**src/rtl/uart_io_fifo_if.sv**
```systemverilog
// Purpose: handshake bundle between the CPU-side UART port, the serial
// UART TX/RX blocks and the uart_io_fifo buffer.
//   CPU store path : DataIn, DataInValid -> ; <- DataInReady
//   CPU load path  : <- DataOut, DataOutValid ; DataOutReady ->
//   UART TX        : <- tx_data, tx_valid ; tx_ready ->
//   UART RX        : rx_data, rx_valid ->
//   Status/control : ovf_clear -> ; <- tx_overflow, rx_overflow, tx_count, rx_count
// slave  = the FIFO block, master = everything driving it.
interface uart_io_fifo_if #(
  parameter int unsigned AW = 3
);
  logic [7:0]  DataIn;
  logic        DataInValid;
  logic        DataInReady;
  logic [7:0]  DataOut;
  logic        DataOutValid;
  logic        DataOutReady;
  logic [7:0]  tx_data;
  logic        tx_valid;
  logic        tx_ready;
  logic [7:0]  rx_data;
  logic        rx_valid;
  logic        ovf_clear;
  logic        tx_overflow;
  logic        rx_overflow;
  logic [AW:0] rx_count;
  logic [AW:0] tx_count;

  modport slave (
    input  DataIn, DataInValid, DataOutReady, tx_ready, rx_data, rx_valid, ovf_clear,
    output DataInReady, DataOut, DataOutValid, tx_data, tx_valid,
           tx_overflow, rx_overflow, rx_count, tx_count
  );

  modport master (
    output DataIn, DataInValid, DataOutReady, tx_ready, rx_data, rx_valid, ovf_clear,
    input  DataInReady, DataOut, DataOutValid, tx_data, tx_valid,
           tx_overflow, rx_overflow, rx_count, tx_count
  );
endinterface

```
**src/rtl/uart_io_fifo.sv**
```systemverilog
// Purpose: two independent first-word-fall-through byte FIFOs between the
// CPU's memory-mapped UART handshake and the serial UART.
//   TX FIFO: CPU (DataIn/DataInValid) -> UART transmitter (tx_data/tx_valid/tx_ready)
//   RX FIFO: UART receiver (rx_data/rx_valid) -> CPU (DataOut/DataOutValid/DataOutReady)
// Ports:
//   CLK      rising-edge system clock
//   reset_n  synchronous active-low reset
//   bus      uart_io_fifo_if.slave carrying all data, strobes, flags and counts
// Full/empty come from the registered counts only, so ready/valid status has
// no combinational path from any input strobe.
module uart_io_fifo #(
  parameter int unsigned DEPTH = 8,
  parameter int unsigned AW    = 3
) (
  input logic           CLK,
  input logic           reset_n,
  uart_io_fifo_if.slave bus
);

  localparam int unsigned   CW       = AW + 1;
  localparam logic [CW-1:0] FULL_CNT = CW'(DEPTH);

  // ---------------- TX FIFO state ----------------
  logic [7:0]    r_tx_mem [DEPTH];
  logic [AW-1:0] r_tx_wr_ptr;
  logic [AW-1:0] r_tx_rd_ptr;
  logic [CW-1:0] r_tx_count;
  logic          r_tx_overflow;

  // ---------------- RX FIFO state ----------------
  logic [7:0]    r_rx_mem [DEPTH];
  logic [AW-1:0] r_rx_wr_ptr;
  logic [AW-1:0] r_rx_rd_ptr;
  logic [CW-1:0] r_rx_count;
  logic          r_rx_overflow;

  logic w_tx_full;
  logic w_tx_empty;
  logic w_tx_push;
  logic w_tx_pop;
  logic w_rx_full;
  logic w_rx_empty;
  logic w_rx_push;
  logic w_rx_pop;

  // Push/pop qualification; a push into a full FIFO is rejected even if a
  // pop frees an entry in the same cycle.
  assign w_tx_full  = (r_tx_count == FULL_CNT);
  assign w_tx_empty = (r_tx_count == '0);
  assign w_tx_push  = bus.DataInValid & ~w_tx_full;
  assign w_tx_pop   = bus.tx_ready & ~w_tx_empty;

  assign w_rx_full  = (r_rx_count == FULL_CNT);
  assign w_rx_empty = (r_rx_count == '0);
  assign w_rx_push  = bus.rx_valid & ~w_rx_full;
  assign w_rx_pop   = bus.DataOutReady & ~w_rx_empty;

  // TX storage: not reset, contents are only meaningful under count.
  always_ff @(posedge CLK) begin
    if (w_tx_push) begin
      r_tx_mem[r_tx_wr_ptr] <= bus.DataIn;
    end
  end

  // TX pointers, occupancy and sticky overflow.
  always_ff @(posedge CLK) begin
    if (!reset_n) begin
      r_tx_wr_ptr   <= '0;
      r_tx_rd_ptr   <= '0;
      r_tx_count    <= '0;
      r_tx_overflow <= 1'b0;
    end else begin
      if (w_tx_push) begin
        r_tx_wr_ptr <= r_tx_wr_ptr + AW'(1);
      end
      if (w_tx_pop) begin
        r_tx_rd_ptr <= r_tx_rd_ptr + AW'(1);
      end
      case ({w_tx_push, w_tx_pop})
        2'b10:   r_tx_count <= r_tx_count + CW'(1);
        2'b01:   r_tx_count <= r_tx_count - CW'(1);
        default: r_tx_count <= r_tx_count;
      endcase
      // A new overflow event outranks a clear in the same cycle.
      if (bus.DataInValid & w_tx_full) begin
        r_tx_overflow <= 1'b1;
      end else if (bus.ovf_clear) begin
        r_tx_overflow <= 1'b0;
      end
    end
  end

  // RX storage: not reset, contents are only meaningful under count.
  always_ff @(posedge CLK) begin
    if (w_rx_push) begin
      r_rx_mem[r_rx_wr_ptr] <= bus.rx_data;
    end
  end

  // RX pointers, occupancy and sticky overflow.
  always_ff @(posedge CLK) begin
    if (!reset_n) begin
      r_rx_wr_ptr   <= '0;
      r_rx_rd_ptr   <= '0;
      r_rx_count    <= '0;
      r_rx_overflow <= 1'b0;
    end else begin
      if (w_rx_push) begin
        r_rx_wr_ptr <= r_rx_wr_ptr + AW'(1);
      end
      if (w_rx_pop) begin
        r_rx_rd_ptr <= r_rx_rd_ptr + AW'(1);
      end
      case ({w_rx_push, w_rx_pop})
        2'b10:   r_rx_count <= r_rx_count + CW'(1);
        2'b01:   r_rx_count <= r_rx_count - CW'(1);
        default: r_rx_count <= r_rx_count;
      endcase
      if (bus.rx_valid & w_rx_full) begin
        r_rx_overflow <= 1'b1;
      end else if (bus.ovf_clear) begin
        r_rx_overflow <= 1'b0;
      end
    end
  end

  // Outputs: status from registered state, heads read combinationally (FWFT).
  assign bus.DataInReady  = ~w_tx_full;
  assign bus.tx_valid     = ~w_tx_empty;
  assign bus.tx_data      = r_tx_mem[r_tx_rd_ptr];
  assign bus.tx_count     = r_tx_count;
  assign bus.tx_overflow  = r_tx_overflow;

  assign bus.DataOutValid = ~w_rx_empty;
  assign bus.DataOut      = r_rx_mem[r_rx_rd_ptr];
  assign bus.rx_count     = r_rx_count;
  assign bus.rx_overflow  = r_rx_overflow;

endmodule

```
**src/flat_wrapper.sv**
```systemverilog
// flat-port wrapper written by rule: the top's interface ports become plain ports
module uart_io_fifo_flat 
#(
  parameter int unsigned DEPTH = 8,
  parameter int unsigned AW    = 3
)
  (CLK, reset_n, bus_DataIn, bus_DataInValid, bus_DataOutReady, bus_tx_ready, bus_rx_data, bus_rx_valid, bus_ovf_clear, bus_DataInReady, bus_DataOut, bus_DataOutValid, bus_tx_data, bus_tx_valid, bus_tx_overflow, bus_rx_overflow, bus_rx_count, bus_tx_count);
  uart_io_fifo_if #(.AW(AW)) bus_i ();
  input logic CLK;
  input logic reset_n;
  input wire logic [$bits(bus_i.DataIn)-1:0] bus_DataIn;
  input wire logic [$bits(bus_i.DataInValid)-1:0] bus_DataInValid;
  input wire logic [$bits(bus_i.DataOutReady)-1:0] bus_DataOutReady;
  input wire logic [$bits(bus_i.tx_ready)-1:0] bus_tx_ready;
  input wire logic [$bits(bus_i.rx_data)-1:0] bus_rx_data;
  input wire logic [$bits(bus_i.rx_valid)-1:0] bus_rx_valid;
  input wire logic [$bits(bus_i.ovf_clear)-1:0] bus_ovf_clear;
  output wire logic [$bits(bus_i.DataInReady)-1:0] bus_DataInReady;
  output wire logic [$bits(bus_i.DataOut)-1:0] bus_DataOut;
  output wire logic [$bits(bus_i.DataOutValid)-1:0] bus_DataOutValid;
  output wire logic [$bits(bus_i.tx_data)-1:0] bus_tx_data;
  output wire logic [$bits(bus_i.tx_valid)-1:0] bus_tx_valid;
  output wire logic [$bits(bus_i.tx_overflow)-1:0] bus_tx_overflow;
  output wire logic [$bits(bus_i.rx_overflow)-1:0] bus_rx_overflow;
  output wire logic [$bits(bus_i.rx_count)-1:0] bus_rx_count;
  output wire logic [$bits(bus_i.tx_count)-1:0] bus_tx_count;
  assign bus_i.DataIn = bus_DataIn;
  assign bus_i.DataInValid = bus_DataInValid;
  assign bus_i.DataOutReady = bus_DataOutReady;
  assign bus_i.tx_ready = bus_tx_ready;
  assign bus_i.rx_data = bus_rx_data;
  assign bus_i.rx_valid = bus_rx_valid;
  assign bus_i.ovf_clear = bus_ovf_clear;
  assign bus_DataInReady = bus_i.DataInReady;
  assign bus_DataOut = bus_i.DataOut;
  assign bus_DataOutValid = bus_i.DataOutValid;
  assign bus_tx_data = bus_i.tx_data;
  assign bus_tx_valid = bus_i.tx_valid;
  assign bus_tx_overflow = bus_i.tx_overflow;
  assign bus_rx_overflow = bus_i.rx_overflow;
  assign bus_rx_count = bus_i.rx_count;
  assign bus_tx_count = bus_i.tx_count;
  uart_io_fifo #(.DEPTH(DEPTH), .AW(AW)) u_core (.CLK(CLK), .reset_n(reset_n), .bus(bus_i));
endmodule
```
**config.mk**
```make
export PLATFORM = sky130hd
export DESIGN_NAME = uart_io_fifo_flat
export DESIGN_NICKNAME = d
export VERILOG_FILES = /design/src/rtl/uart_io_fifo_if.sv /design/src/rtl/uart_io_fifo.sv /design/src/flat_wrapper.sv
export SDC_FILE = /design/constraint.sdc
export NUM_CORES = 1
export LEC_CHECK = 0
export ABC_AREA = 1
export CAP_MARGIN = 20
export CORE_MARGIN = 10
export CORE_UTILIZATION = 58
export CTS_CLUSTER_DIAMETER = 150
export DETAILED_ROUTE_END_ITERATION = 7
export HOLD_SLACK_MARGIN = 0.15
export PLACE_DENSITY_LB_ADDON = 0.25
export RECOVER_POWER = 25
export REMOVE_ABC_BUFFERS = 1
export SLEW_MARGIN = 40
export SYNTH_ARGS = -nofsm -noshare
export SYNTH_HDL_FRONTEND = slang
export SYNTH_SLANG_ARGS = --single-unit
export TNS_END_PERCENT = 20
```
**constraint.sdc**
```tcl
create_clock -name CLK -period 2.08 [get_ports CLK]
set_input_delay 0.208 -clock CLK [delete_from_list [all_inputs] [get_ports CLK]]
set_output_delay 0.208 -clock CLK [all_outputs]
set_load 0.02 [all_outputs]
```
# Word level (Yosys, flattened, before mapping)
# Memories as Yosys holds them, arrays and structs flattened. A register that Yosys moved wholly into a read port is not among the register bits.
# Cells that the tools add are included.
[word_totals] register_bits=22 ram_bits=128 inputBits=23 out_inout_bits=29 word_cells=53 n_memories=2
[classes] addsub=8 eq_ne=6 mux=13 n_bitwise=10 n_reduce_logical=6
[memory_table] name="u_core.r_rx_mem" depth=8 width=8 read_ports=1 rd_ports_with_merged_regs=1 wr=1 line="uart_io_fifo.sv:31" rtl="logic [7:0] r_rx_mem [DEPTH];"
[memory_table] name="u_core.r_tx_mem" depth=8 width=8 read_ports=1 rd_ports_with_merged_regs=1 wr=1 line="uart_io_fifo.sv:24" rtl="logic [7:0] r_tx_mem [DEPTH];"
[op_table] cell="case mux 4 bit (2 select lines)" count=2
[op_table] cell="adder 3 x 1 -> 3 bit, second input constant" count=4
[op_table] cell="2-to-1 mux 3 bit" count=4
[op_table] cell="adder 4 x 1 -> 4 bit, second input constant" count=2
[op_table] cell="== test 4 bit, second input constant" count=2
[op_table] cell="logical NOT 4 bit" count=2
[op_table] cell="nonzero test 2 bit" count=4
[op_table] cell="subtractor 4 x 1 -> 4 bit, second input constant" count=2
[op_table] cell="2-to-1 mux 1 bit" count=7
[op_table] cell="bitwise AND 1 bit" count=6
[op_table] cell="== test 2 x 1 -> 1 bit, second input constant" count=2
[op_table] cell="== test 2 bit, second input constant" count=2
[op_table] cell="NOT 1 bit" count=4

# Longest topological paths before layout
# Gate-level depths: netlist of the first run.
[logic_depth] word_depth=5 depth_mapped=14 mapped_depth_nobuf=14

# Worst setup path after synthesis of the first run
# No wires, ideal clock.
[synth_path] path_type="register to register" from="register u_core.r_tx_count[0], in the netlist u_core.bus.tx_count[0]" to="register u_core.r_tx_count[2], in the netlist u_core.bus.tx_count[2]" setup_time_ns=0.115 arrival_ns=1.908 t_required_ns=1.965 path_slack_ns=0.056 stages_incl_launch_ff=13 path_buffers=0 period_less_slack_ns=2.024 cell_sequence="dfxtp_1 > nor2_2 > nand3_2 > nand2_1 > inv_2 > ha_1 > nor2_1 > nor2_2 > ha_1 > a21oi_1 > xnor2_1 > o21ai_0 > inv_1"
[synth_between] elab_chain_cells=5 elab_cells_between_ends=12 cone_classes="add/sub (2); eq/ne (3); mux (1); bitwise (4); reduce/logical (2)"
[synth_lines] element="start: declaration" line="uart_io_fifo.sv:27" rtl="logic [CW-1:0] r_tx_count;"
[synth_lines] element="start signal: assignment" line="uart_io_fifo.sv:80" rtl="2'b10: r_tx_count <= r_tx_count + CW'(1);"
[synth_lines] element="start signal: assignment" line="uart_io_fifo.sv:81" rtl="2'b01: r_tx_count <= r_tx_count - CW'(1);"
[synth_lines] element="start signal: assignment" line="uart_io_fifo.sv:82" rtl="default: r_tx_count <= r_tx_count;"
[synth_lines] element="logical NOT 4 bit (*)" line="uart_io_fifo.sv:49" rtl="assign w_tx_empty = (r_tx_count == '0);"
[synth_lines] element="NOT 1 bit (*)"
[synth_lines] element="net bus_tx_valid" line="flat_wrapper.sv:22" rtl="output wire logic [$bits(bus_i.tx_valid)-1:0] bus_tx_valid;"
[synth_lines] element="bitwise AND 1 bit (*)" line="uart_io_fifo.sv:51" rtl="assign w_tx_pop = bus.tx_ready & ~w_tx_empty;"
[synth_lines] element="== test 2 x 1 -> 1 bit / == test 2 bit (equally long branches)" line="uart_io_fifo.sv:79" rtl="case ({w_tx_push, w_tx_pop})"
[synth_lines] element="case mux 4 bit (2 select lines) / nonzero test 2 bit (equally long branches)"
# The timed path passes the listed nets; every way through them passes the cells marked *.
# A chain may end at the register's enable or synchronous reset.

==> impl_results.md, run 1 <==
* Die X-Extent at 125 um
* Avg Inst Size Synth at 11.6 um^2
* Fmax at 503 MHz
* Boundary Pins at 52
* Via count at 4348
* Worst EP required at 1.87 ns
* RSZ-0062 raised after global routing: yes
* Num rows at 38
* # diodes at 0
* Pre-CTS setup slack at 0.0656 ns
* Setup bufs post-CTS at 0
* Core Box Area at 10800 um^2
* Top Family by Delay on Critical Path: buffers and inverters
* Starting DRT DRC Count at 352
* Number of port buffers at 51
* Initial antenna violation count at 1
* WL/cell at 16.6 um
* Hold Crit Class: in -> reg
* Die Footprint at 15700 um^2
* DRT antenna net count at 0
* Max Cap Viol at 0
* TritonCTS clock tree: built
* Synth Register Bits at 156
* Register area share after synthesis at 68.4%
* P&R area growth vs syn at 21.8%
* DRC viols at 0
* Crit path DAT at 1.78 ns
* First-pass GRT wire length at 21500 um
* Crit Path Class: reg -> out
* Crit Path Max Fanout at 18
* Die height at 125 um
* Clock Tree Buf Depth at 2
* Gr usage total at 17.1%
* Transition time of the tightest slew-check pin at 0.431 ns
* Num CTS Buffers at 17
* Status: finished, final reports clean
* CTS resizes at 35
* Setup violators final at 0
* Worst-path cell chain: inv_4 -> buf_12 -> nor2_1 -> o22ai_1 -> nand2_1 -> nand2_1 -> clkdlybuf4s15_2
* Total grt overflow at 0
* Total negative slack at 0 ns
* Hold buffer count at cts at 0
* Mapped Cells at 557
* Finished Cell Area at 7850 um^2
* WP depth at 7
* Hold violation count in the final report at 0
* CP Launch Type: flip-flop
* Fin worst setup slack at 0.0937 ns
* H-Tree Depth at 4
* DRT Pass-1 Iters at 4
* Initial core utilization at 59.4%
* Final Core Density at 72.4%
* Vias in the first global route at 4322
* WL final at 13200 um
* Hold path depth at 4
* R2R depth at 12
* Reg clk slew, reported paths at 0.06 ns
* Root Driver: clkbuf_8
* Largest net degree at the start of global routing at 33
* Clk_lat worst skew at 0.53 ns
* Maximum vdd drop at 0.886 mV
* Area contributors post-synth: edfxtp_1 (60%), dfxtp_1 (8.7%), nor2_1 (5.5%)
* Layout cell share with drive strength beyond 1 at 15.9%
* Routability cong. at 0.793
* NumNets Final at 674
* Detailed Place HPWL at 8660 um
* Slew Limit Fails at 0
* YS warnings at 0
* Synth unique cells at 28
* Leakage at 2.93 nW
* Synth Cell Area at 6440 um^2
* Tmin final at 1.99 ns
* Final worst-path cycle share at 95.5%
* Clock tree sinks at 156
* CP Buf/Inv Count at 3
* Yosys top cell by area: edfxtp_1
* Dpl cell area at 7300 um^2
* Most frequent CP cell: nand2_1
* Pwr Density at 1300 nW/um^2
* CP Capture Type: output port
* Worst path slowest cell: dfxtp_4
* Worst slew margin at 71.2%
* Area share of the largest cell type after synthesis at 59.7%
* Vias per cell at 5.48
* Clock skew at 0.00511 ns
* Critical Path Max Stage Delay at 0.37 ns
## routing by layer
metal,vias up,GRT usage [%],routed length [um]
met4,2,6.64,202
met5,-,0,13
li1,2120,-,-
met3,18,5.24,688
met2,104,28.0,6540
met1,2104,20.6,5740
## worst reg2reg max path, stage by stage, from the launching register on
cell and delay (ns):
dfxtp_2 0.34, inv_1 0.16, nand3_2 0.12, nand2_2 0.12
inv_2 0.05, ha_1 0.21, nor2_1 0.13, nor2_2 0.07
ha_1 0.17, a21oi_1 0.15, xnor2_1 0.09, o21ai_0 0.14
inv_1 0.05
## state kept, by name (all words and copies together) (netlist names), named ones only
name	cells
u_core.bus.tx_count	4
u_core.r_tx_wr_ptr	3
u_core.bus.tx_overflow	1
u_core.bus.rx_count	4
u_core.r_rx_rd_ptr	3
u_core.r_rx_mem	64
u_core.bus.rx_overflow	1
u_core.r_tx_mem	64
u_core.r_rx_wr_ptr	3
u_core.r_tx_rd_ptr	3
## cells in the final DEF, fill, tap and decap left out, types with 5 or more instances in the layout
cell and n:
dfxtp_2 5, mux2i_1 16, dfxtp_1 21, buf_4 28, clkinvlp_4 6, clkbuf_16 16
nand2_1 76, inv_1 33, clkbuf_2 9, ha_1 9, clkdlybuf4s50_1 25, a21oi_1 17
nand3_1 10, o22ai_1 16, o21ai_1 28, edfxtp_1 128, nor2_1 95, dlygate4sd3_1 10
o21ai_0 52, buf_12 6, buf_2 6
## per-stage QoR
| stage | hold WS (ns) | total power (W) | cells |
|---|---|---|---|
| global placement | 0.454 | 0.00719 | 762 |
| floorplan | 0.307 | 0.00586 | 537 |
| finish | 0.337 | 0.0102 | 794 |
| detailed placement | 0.464 | 0.00730 | 762 |
| CTS | 0.316 | 0.0103 | 794 |
| global route | 0.345 | 0.0108 | 794 |
## final timing paths
kind / start / slack, ns / endpoint
min: bus_ovf_clear / 0.34 / u_core.bus.tx_overflow
min reg2reg: u_core.bus.rx_overflow / 0.47 / u_core.bus.rx_overflow
max: flip-flop / 0.09 / bus_tx_data[3]
max reg2reg: u_core.bus.tx_count[2] / 0.18 / u_core.bus.tx_count[2]
## Yosys cell counts, drive strengths merged
cell / count
mux2i: 16
nor3: 3
dfxtp: 28
o22ai: 16
and3: 1
xor2: 1
a21oi: 17
inv: 38
xnor2: 4
nor3b: 2
o21ai: 81
edfxtp: 128
nand2: 79
nor2: 98
clkbuf: 1
buf: 19
ha: 10
nand4: 2
nand3: 13
## where the power goes
| part | switching, W | total, W | leakage (nW) | internal, W |
|---|---|---|---|---|
| Combinational | 0.00191 | 0.00320 | 1.27 | 0.00129 |
| Sequential | 0.000216 | 0.00392 | 1.39 | 0.00370 |
| Clock | 0.00117 | 0.00306 | 0.269 | 0.00189 |
## cells by family after synthesis
group	count (synthesis)	synth area share [%]
AOI/OAI and AO/OA	114	9.23
muxes	16	2.49
xor gates and xnor gates	5	0.680
adders and majority gates	10	1.94
buffers and inverters	58	4.62
and+or+nand+nor	198	12.7
DFF	156	68.4
## final cells by class
type                            instances  area (um^2)
Clock buffer                           22          453
Clock inverter                         10          140
Fill cell                             740         2990
Inverter                               38          145
Multi-Input combinational cell        343         1750
Sequential cell                       156         4420
Tap cell                              140          175
Timing Repair Buffer                   85          767
No activity file was read; power rests on OpenSTA's default activity.
==> inputs of run 2 (changes only) <==
--- a/config.mk
+++ b/config.mk
@@ -14,7 +14,6 @@
 export HOLD_SLACK_MARGIN = 0.15
 export PLACE_DENSITY_LB_ADDON = 0.25
 export RECOVER_POWER = 25
-export REMOVE_ABC_BUFFERS = 1
 export SLEW_MARGIN = 40
 export SYNTH_ARGS = -nofsm -noshare
 export SYNTH_HDL_FRONTEND = slang
==> run 2 against run 1 <==
  * Total power is 3.2% lower
  * Final cell count stayed put
  * Flip-flop and latch count did not move
  * Setup slack lost 0.0080 ns
  * Worst hold slack got worse by 0.0028 ns
  * Utilization fell by 0.25 points
  * Clock skew up 0.0015 ns
  * Via count rose by 0.99%
  * Sequential share of layout area up 0.13 points
  * Clock-buffer cell count fell by 5
  * Sequential power barely moved
  * Combinational power up 2%
  * Largest power group unchanged
  * Highest routed layer is now met4
==> impl_results.md, run 2 (synthesis gave the netlist of run 1 again) <==
* Tmin final at 1.99 ns (about the same)
* # diodes at 0 (unchanged)
* Clk_lat worst skew at 0.52 ns (was 0.53 ns)
* WL/cell at 16.3 um (was 16.6 um)
* Clock power share at 27.3% (was 30.1%)
* P&R area growth vs syn at 21.4% (was 21.8%)
* Clock skew at 0.00658 ns (was 0.00511 ns)
* Gr usage total at 16.1% (was 17.1%)
* Hold Crit Class: in -> reg (unchanged)
* Largest regs: u_core.r_rx_mem x64, u_core.r_tx_mem x64 (unchanged)
* Worst-path cell chain: buf_12 -> nor2_1 -> nor2_1 -> o21ai_1 -> o21ai_1 -> nand2_1 -> nand2_1 -> clkdlybuf4s15_1 (was inv_4 -> buf_12 -> nor2_1 -> o22ai_1 -> nand2_1 -> nand2_1 -> clkdlybuf4s15_2)
* Fin worst setup slack at 0.0857 ns (was 0.0937 ns)
* Clock Tree Buf Depth at 2 (unchanged)
* Via count at 4391 (was 4348)
* Hold violation count in the final report at 0 (unchanged)
* Tot Pwr at 0.00985 W (was 0.0102 W)
* Max Cap Viol at 0 (unchanged)
* Fmax at 501 MHz (was 503 MHz)
* WL final at 12900 um (was 13200 um)
* Most frequent cells in the layout: edfxtp_1 (128), nor2_1 (95), nand2_1 (77) (was edfxtp_1 (128), nor2_1 (95), nand2_1 (76))
* Switching share of total power at 34.0% (was 32.4%)
* Vias in the first global route at 4253 (was 4322)
* Worst path slowest cell: dfxtp_2 (was dfxtp_4)
* Initial antenna violation count at 0 (was 1)
* Root Driver: clkbuf_8 (unchanged)
* Maximum vdd drop at 0.872 mV (was 0.886 mV)
* Status: finished, final reports clean (unchanged)
* TritonCTS clock tree: built (unchanged)
* Finished Cell Area at 7820 um^2 (was 7850 um^2)
* DRT antenna net count at 0 (unchanged)
* Pwr Density at 1260 nW/um^2 (was 1300 nW/um^2)
* Num CTS Buffers at 17 (unchanged)
* DRC viols at 0 (unchanged)
* Starting DRT DRC Count at 365 (was 352)
* Crit Path Class: reg -> out (unchanged)
* First-pass GRT wire length at 20300 um (was 21500 um)
* Logic gate share of total power at 33.2% (was 31.4%)
* Setup bufs post-CTS at 0 (unchanged)
* Transition time of the tightest slew-check pin at 0.413 ns (was 0.431 ns)
* Crit path DAT at 1.79 ns (was 1.78 ns)
* Boundary Pins at 52 (unchanged)
* Top Family by Delay on Critical Path: buffers and inverters (unchanged)
* Worst EP required at 1.87 ns (about the same)
* Slew Limit Fails at 0 (unchanged)
* Initial core utilization at 59.4% (unchanged)
* Die X-Extent at 125 um (unchanged)
* Layout cell share with drive strength beyond 1 at 15.4% (was 15.9%)
* Dpl cell area at 7290 um^2 (was 7300 um^2)
* CP Launch Type: flip-flop (unchanged)
* Largest net degree at the start of global routing at 33 (unchanged)
* Total grt overflow at 0 (unchanged)
* Clock tree sinks at 156 (unchanged)
* Worst slew margin at 72.5% (was 71.2%)
* Die height at 125 um (unchanged)
* CP Buf/Inv Count at 2 (was 3)
* Detailed Place HPWL at 8420 um (was 8660 um)
* RSZ-0062 raised after global routing: yes (unchanged)
* Num rows at 38 (unchanged)
* DRT Pass-1 Iters at 5 (was 4)
* Die Footprint at 15700 um^2 (unchanged)
* Routability cong. at 0.787 (was 0.793)
* Setup violators final at 0 (unchanged)
* Leakage at 2.91 nW (was 2.93 nW)
* Core Box Area at 10800 um^2 (unchanged)
* H-Tree Depth at 4 (unchanged)
* Hold buffer count at cts at 0 (unchanged)
* Syn nets at 590
* Psw at 0.00335 W (was 0.00330 W)
* Final worst-path cycle share at 95.9% (was 95.5%)
* Pre-CTS setup slack at 0.0658 ns (was 0.0656 ns)
* CP Capture Type: output port (unchanged)
* R2r startpoint: u_core.bus.tx_count[3] (was u_core.bus.tx_count[2])
* Vias per cell at 5.53 (was 5.48)
* CTS resizes at 41 (was 35)
* Number of port buffers at 51 (unchanged)
* Crit Path Max Fanout at 20 (was 18)
* Critical Path Max Stage Delay at 0.38 ns (was 0.37 ns)
* Sequential Power Share at 39.5% (was 38.5%)
* NumNets Final at 674 (unchanged)
* Most common cell after layout, fill and taps aside: edfxtp_1 (unchanged)
* Cell internal pwr at 0.00650 W (was 0.00687 W)
* Reg clk slew, reported paths at 0.07 ns (was 0.06 ns)
* Hold_sp: bus_ovf_clear (unchanged)
## run 2: cell types whose count changed in the layout (fill, tap and decap cells not counted), sizes merged
| cell | previous run | this run |
|---|---|---|
| clkinvlp | 6 | 4 |
| clkbuf | 31 | 24 |
| bufinv | 3 | 0 |
| inv | 38 | 44 |
| buf | 40 | 36 |
| clkdlybuf4s15 | 1 | 7 |
| clkinv | 1 | 5 |
## run 2: tightest hold or removal path, stage by stage
cell             delay, ns
clkdlybuf4s50_1       0.45
inv_1                 0.04
nand2_1               0.05
a21oi_1               0.05
## run 2: cell type report
class | count | area [um^2]
Inverter | 38 | 145
Sequential cell | 156 | 4410
Timing Repair Buffer | 85 | 802
Multi-Input combinational cell | 343 | 1760
Clock buffer | 17 | 414
Tap cell | 140 | 175
Fill cell | 694 | 3020
Clock inverter | 15 | 114
## run 2: final timing paths
check                                 to  slack [ns]  cells past startpoint
setup / recovery          bus_DataOut[5]        0.09                      8
hold / removal    u_core.bus.tx_overflow        0.33                      4
setup reg to reg  u_core.bus.tx_count[2]        0.18                     13
hold reg to reg   u_core.bus.tx_overflow        0.47                      2
## run 2: per-layer routing
metal | wire length [um] | up-vias | track usage, %
met3 | 875 | 21 | 4.69
met2 | 6450 | 138 | 26.7
met4 | 183 | 0 | 6.44
met1 | 5400 | 2110 | 19.2
li1 | - | 2122 | -
met5 | 0 | - | 0
## run 2: power by group through the flow
| stage | Sequential, W | Clock [W] | Combinational, W |
|---|---|---|---|
| 2_1_floorplan | 0.00402 | 0 | 0.00201 |
| 3_3_place_gp | 0.00391 | 0 | 0.00327 |
| 3_5_place_dp | 0.00393 | 0 | 0.00335 |
| 4_1_cts | 0.00387 | 0.00274 | 0.00331 |
| 5_1_grt | 0.00392 | 0.00288 | 0.00361 |
| 6_report | 0.00389 | 0.00269 | 0.00327 |
## run 2: stage by stage
stage	TNS [ns]	instances	utilization, %	hold slack (ns)
detailed placement	0	762	67.2	0.462
floorplan	0	557	-	0.307
finish	0	794	72.1	0.334
global placement	0	762	67.2	0.455
global route	-0.146	794	72.1	0.348
CTS	-0.00266	794	72.3	0.320
